===== src/rtl/set_pkg.sv =====
// Shared types and constants for the SET host: state encoding, lattice
// geometry and the bit positions of the job fields.
package set_pkg;

    typedef enum logic [1:0] {
        IDLE       = 2'd0,
        ISSUE      = 2'd1,
        WAIT_VALID = 2'd2,
        DRAIN      = 2'd3
    } host_state_t;

    localparam int SET_ROWS    = 10;
    localparam int SET_COLS    = 10;
    localparam int SET_LATENCY = 11;

    localparam int FIELD_W = 4;
    localparam int CEN_W   = 16;
    localparam int RAD_W   = 8;
    localparam int JOB_W   = CEN_W + RAD_W;

    // central = {x_a, y_a, x_b, y_b}, radius = {r_a, r_b}
    localparam int CEN_XA_LSB = 12;
    localparam int CEN_YA_LSB = 8;
    localparam int CEN_XB_LSB = 4;
    localparam int CEN_YB_LSB = 0;
    localparam int RAD_RA_LSB = 4;
    localparam int RAD_RB_LSB = 0;

endpackage


===== src/rtl/set_job_fifo.sv =====
// Synchronous job FIFO with a show-ahead head and a registered ready that
// already accounts for the push/pop happening in the current cycle.
module set_job_fifo #(
    parameter int WIDTH = 24,
    parameter int DEPTH = 4
) (
    input  logic             clk,
    input  logic             rst,
    input  logic             push,
    input  logic             pop,
    input  logic [WIDTH-1:0] wdata,
    output logic [WIDTH-1:0] rdata,
    output logic             empty,
    output logic             ready
);

    localparam int AW = $clog2(DEPTH);
    localparam logic [AW:0] DEPTH_V = (AW + 1)'(DEPTH);

    logic [WIDTH-1:0] mem [DEPTH];
    logic [AW:0]      wr_ptr;
    logic [AW:0]      rd_ptr;
    logic [AW:0]      count;
    logic [AW:0]      count_next;
    logic             full;
    logic             do_push;
    logic             do_pop;

    assign count      = wr_ptr - rd_ptr;
    assign full       = (count == DEPTH_V);
    assign empty      = (wr_ptr == rd_ptr);
    assign do_push    = push && !full;
    assign do_pop     = pop && !empty;
    assign count_next = count + (AW + 1)'(do_push) - (AW + 1)'(do_pop);
    assign rdata      = mem[rd_ptr[AW-1:0]];

    // NOTE: sequential state uses non-blocking assignments so every flop
    // samples the pre-edge values regardless of statement order.
    always_ff @(posedge clk or negedge rst) begin
        if (!rst) begin
            wr_ptr <= '0;
            rd_ptr <= '0;
            ready  <= 1'b0;
        end else begin
            if (do_push) wr_ptr <= wr_ptr + 1'b1;
            if (do_pop)  rd_ptr <= rd_ptr + 1'b1;
            ready <= (count_next != DEPTH_V);
        end
    end

    // NOTE: storage is deliberately not reset; empty/full come from the
    // pointers, so stale entries are never observed.
    always_ff @(posedge clk) begin
        if (do_push) mem[wr_ptr[AW-1:0]] <= wdata;
    end

endmodule


===== src/rtl/set_host.sv =====
// Job dispatcher for the SET lattice-point counter: queues jobs, issues them
// one at a time, and returns tagged results or a timeout error.
module set_host
    import set_pkg::*;
#(
    parameter int FIFO_DEPTH = 4,
    parameter int TIMEOUT    = 31,
    parameter int TAG_W      = 2
) (
    input  logic             clk,
    input  logic             rst,
    input  logic             job_valid,
    output logic             job_ready,
    input  logic [15:0]      job_central,
    input  logic [7:0]       job_radius,
    output logic             set_en,
    output logic [15:0]      set_central,
    output logic [7:0]       set_radius,
    input  logic             set_busy,
    input  logic             set_valid,
    input  logic [3:0]       set_candidate,
    output logic             res_valid,
    input  logic             res_ready,
    output logic [3:0]       res_candidate,
    output logic [TAG_W-1:0] res_tag,
    output logic             res_err
);

    localparam int TCNT_W = $clog2(TIMEOUT + 1);
    localparam logic [TCNT_W-1:0] TCNT_LAST = TCNT_W'(TIMEOUT - 1);

    host_state_t       state;
    host_state_t       state_next;
    logic              push;
    logic              pop;
    logic              capture;
    logic              abort;
    logic              fifo_empty;
    logic [JOB_W-1:0]  head;
    logic [TCNT_W-1:0] tcnt;
    logic [TAG_W-1:0]  tag_cnt;

    assign push   = job_valid && job_ready;
    assign set_en = (state == ISSUE);

    set_job_fifo #(
        .WIDTH (JOB_W),
        .DEPTH (FIFO_DEPTH)
    ) u_fifo (
        .clk   (clk),
        .rst   (rst),
        .push  (push),
        .pop   (pop),
        .wdata ({job_central, job_radius}),
        .rdata (head),
        .empty (fifo_empty),
        .ready (job_ready)
    );

    // NOTE: every always_comb output gets a default first so no path can
    // leave one unassigned and infer a latch.
    always_comb begin
        state_next = state;
        pop        = 1'b0;
        capture    = 1'b0;
        abort      = 1'b0;
        case (state)
            IDLE: begin
                if (!fifo_empty && !res_valid && !set_busy) state_next = ISSUE;
            end
            ISSUE: begin
                pop        = 1'b1;
                state_next = WAIT_VALID;
            end
            WAIT_VALID: begin
                if (set_valid) begin
                    capture    = 1'b1;
                    state_next = IDLE;
                end else if (tcnt == TCNT_LAST) begin
                    abort      = 1'b1;
                    state_next = DRAIN;
                end
            end
            DRAIN: begin
                if (!set_busy) state_next = IDLE;
            end
            default: state_next = IDLE;
        endcase
    end

    always_ff @(posedge clk or negedge rst) begin
        if (!rst) begin
            state       <= IDLE;
            tcnt        <= '0;
            set_central <= '0;
            set_radius  <= '0;
        end else begin
            state <= state_next;
            if (state == ISSUE)           tcnt <= '0;
            else if (state == WAIT_VALID) tcnt <= tcnt + 1'b1;
            // Bus is loaded on entry to ISSUE so it is valid alongside set_en.
            if (state_next == ISSUE) begin
                set_central <= head[JOB_W-1:RAD_W];
                set_radius  <= head[RAD_W-1:0];
            end
        end
    end

    // Single-entry result register; issue is blocked while it is occupied.
    always_ff @(posedge clk or negedge rst) begin
        if (!rst) begin
            res_valid     <= 1'b0;
            res_candidate <= '0;
            res_tag       <= '0;
            res_err       <= 1'b0;
            tag_cnt       <= '0;
        end else if (res_valid && res_ready) begin
            res_valid     <= 1'b0;
            res_candidate <= '0;
            res_tag       <= '0;
            res_err       <= 1'b0;
        end else if (capture || abort) begin
            res_valid     <= 1'b1;
            res_candidate <= capture ? set_candidate : 4'd0;
            res_err       <= abort;
            res_tag       <= tag_cnt;
            tag_cnt       <= tag_cnt + 1'b1;
        end
    end

endmodule

===== config.mk =====
export PLATFORM = sky130hd
export DESIGN_NAME = set_host
export DESIGN_NICKNAME = d
export VERILOG_FILES = /design/src/rtl/set_pkg.sv /design/src/rtl/set_job_fifo.sv /design/src/rtl/set_host.sv
export SDC_FILE = /design/constraint.sdc
export NUM_CORES = 1
export LEC_CHECK = 0
export CAP_MARGIN = 20
export CORE_UTILIZATION = 47
export DETAILED_ROUTE_END_ITERATION = 7
export PLACE_DENSITY = 0.7
export SYNTH_ARGS = -nofsm -noshare
export SYNTH_HDL_FRONTEND = slang
export SYNTH_SLANG_ARGS = --single-unit

===== constraint.sdc =====
create_clock -name clk -period 4.4 [get_ports clk]
set_input_delay 0.88 -clock clk [delete_from_list [all_inputs] [get_ports clk]]
set_output_delay 0.88 -clock clk [all_outputs]
set_load 0.01 [all_outputs]

==> results by group <==
Placement
  • DP Area: roughly 6700 µm²
  • Port buffer count: 67
  • Dpl hpwl: 6110 µm
  • Post-Place Cells: between 500 and 600
  • Placer Congestion: approximately 0.73

STA
  • Tightest Pin Transition: roughly 0.67 ns
  • Final hold violations: 0
  • Final Setup Violations: 0
  • Clock Skews: approximately 0.013 ns
  • Final Max Tran Viols: 0
  • FMAX: ~330 MHz
  • Tmin final: roughly 3 ns
  • Setup_tns: 0 ns
  • RSZ-0062 raised after global routing: false
  • Max-slew headroom: roughly 55%
  • Tcrit/Tclk final: 68.3%

Worst setup path
  • Startpoint types: flip-flop
  • FF-to-FF path depth: 11
  • Arrival @ worst endpoint: roughly 3.3 ns
  • Worst Path Required: 4.69 ns
  • Max FO, Critical Path: 27
  • Element type at the critical path end: flip-flop
  • Crit Path Class: flip-flop to flip-flop

Yosys
  • Syn_area_per_cell: 19.4 µm²
  • Number of synthesized flops with an enable pin: between 90 and 100
  • Largest area contributor in the netlist: edfxtp_1
  • Synth Net Count: about 350
  • Post-synth ARST share: between 30% and 40%
  • Netlist cell types: 40
  • Top cell type's share of synthesized area: about half
  • Ys Warns: 0
  • Seq/Total Area, Yosys: between 70% and 80%
  • Area contributors post-synth: edfxtp_1 49%, dfrtp_1 21%, mux4_2 9.3%
  • Cell Area, Synth: 5830 µm²
  • #FFs+latches synth: ~140
  • Synth Flop Type: edfxtp_1
  • Synth Instances: 300

Clock tree
  • Post-CTS Repair Setup Buffers: 0
  • CTS H-tree depth: 4
  • CTS Root Cell: clkbuf_16
  • # hold bufs at CTS: 0
  • Clock Path Buffers: 2
  • Number of buffers created by CTS: 17
  • Skew-Pair Late Insertion Delay: between 0.4 and 0.5 ns
  • # clock sinks: around 140
  • Reg clk slew, reported paths: roughly 0.06 ns
  • CTS resizes: 0
  • TritonCTS clock tree: done

Route
  • WL final: slightly below 10000 µm
  • 1st-pass router iterations: 4
  • Drt wl/cell: roughly 17 µm
  • Via-to-Cell Ratio: 5.10
  • DRT antenna net count: 0
  • Drt initial violations: around 170
  • DR vias: between 2000 and 3000
  • DRC violations left: 0

Cells and area
  • Most common cell after layout, fill and taps aside: edfxtp_1
  • Fin area: 7260 µm²
  • # fillers: ~910
  • Nets@finish: 435
  • Number of inserted diodes: 0
  • Share of cells above drive strength 1: about a quarter
  • Area growth, synth to finish: 24.5%
  • Post-Layout Cell Count: about 570
  • Final Util: between 60% and 70%
  • Most frequent cells in the layout: 96 x edfxtp_1, 66 x clkdlybuf4s50_1, 47 x dfrtp_1, 24 x mux4_2, 20 x mux2_4

Die
  • Chip Width: about 110 µm
  • Chip Height: 113 µm
  • FP Rows: 40
  • I/O Pins: just under 70
  • Initial Util: approximately 48%
  • CORE AREA: 12100 µm²
  • Die ar.: around 13000 µm²

Min path
  • Hold/Removal Path Class: flip-flop to flip-flop
  • Hold Path Stages: 1

Power and ir drop
  • VDD IR max: about 0.45 mV
  • Total power: roughly 5.5 mW
  • Power per Cell Area: 762 nW/µm²
  • Pleak: ~2.7 nW

Global routing
  • Largest net degree at the start of global routing: around 50
  • GRT Util Overall: roughly 17%
  • First-pass GRT wire length: roughly 16000 µm
  • Vias in the first global route: roughly 3000
  • GR Overflow Total: 0
  • Initial antenna violation count: 0

Outcome
  • Status: finished, final reports clean

Job
  • Max-Cap Viols: 0
-- worst max-delay path, cell delays in order, from the launching register on --
cell	delay, ns
dfrtp_1	0.32
buf_4	0.36
inv_1	0.13
ha_1	0.36
a31oi_1	0.35
ha_1	0.20
inv_1	0.04
ha_1	0.18
fa_1	0.37
xor2_1	0.16
xnor2_1	0.12
or3_1	0.29
-- report_power, final --
group          switching [mW]  internal [mW]  total (mW)
Sequential              0.199           1.91        2.11
Combinational           0.922           1.17        2.09
Clock                   0.553          0.780        1.33
-- area by class of cell --
cell class	count	area [µm²]	share of cell area (%)
Tap cell	168	210	2.89
Timing Repair Buffer	75	726	9.99
Clock inverter	15	133	1.83
Multi-Input combinational cell	133	1630	22.5
Inverter	13	48.8	0.672
Sequential cell	144	4090	56.3
Clock buffer	17	425	5.86
-- sequential cells by signal (all words and copies together) (netlist names) --
register       count
res_tag            2
res_valid          1
set_central       16
res_candidate      4
u_fifo.ready       1
tcnt               5
u_fifo.rd_ptr      3
u_fifo.wr_ptr      3
state              2
set_radius         8
res_err            1
tag_cnt            2
u_fifo.mem        96
-- Yosys cell counts (2+ instances only) --
library cell / instances
a21oi_1: 7
a22o_1: 4
and2_1: 5
buf_2: 3
buf_6: 3
clkbuf_1: 3
dfrtp_1: 48
edfxtp_1: 96
fa_1: 2
ha_1: 15
inv_1: 13
mux2_2: 6
mux2_4: 20
mux2i_1: 3
mux4_2: 24
nand2_1: 9
nand3_1: 2
nor2_1: 2
nor3b_1: 2
o21ai_0: 3
o21ai_1: 2
o22ai_1: 3
xnor2_1: 5
xor2_1: 4
-- logic make-up after synthesis --
| family | after synthesis | share of synthesized area (%) |
|---|---|---|
| xor+xnor | 10 | 1.76 |
| flops | 144 | 70.0 |
| mux | 53 | 16.1 |
| compound gates | 29 | 4.01 |
| simple gates | 24 | 2.25 |
| fa+ha+maj | 17 | 3.91 |
| buf+inv | 23 | 1.93 |
-- per-layer routing --
layer | global-route usage [%] | part of all wire (%) | vias up
met2 | 26.7 | 51 | 60
met5 | 0 | 0 | -
met3 | 5.69 | 4.1 | 6
li1 | - | - | 1335
met1 | 21.8 | 44 | 1482
met4 | 6.32 | 0.72 | 0
-- metrics by stage --
stage	hold slack, ns	worst slack (ns)
2_1_floorplan	0.446	1.24
3_3_place_gp	0.470	1.44
3_5_place_dp	0.466	1.37
4_1_cts	0.478	1.36
5_1_grt	0.494	1.15
6_report	0.476	1.39
-- worst paths after layout --
path,from,to,slack [ns]
worst max-delay path,u_fifo.rd_ptr[1],u_fifo.ready,1.39
worst min-delay path,tag_cnt[1],tag_cnt[1],0.48
worst max register to register,u_fifo.rd_ptr[1],u_fifo.ready,1.39
worst min register to register,tag_cnt[1],tag_cnt[1],0.48
max in group asynchronous,rst,u_fifo.rd_ptr[0],3.34
min in group asynchronous,rst,tcnt[2],0.58
No activity file was read; power rests on OpenSTA's default activity.
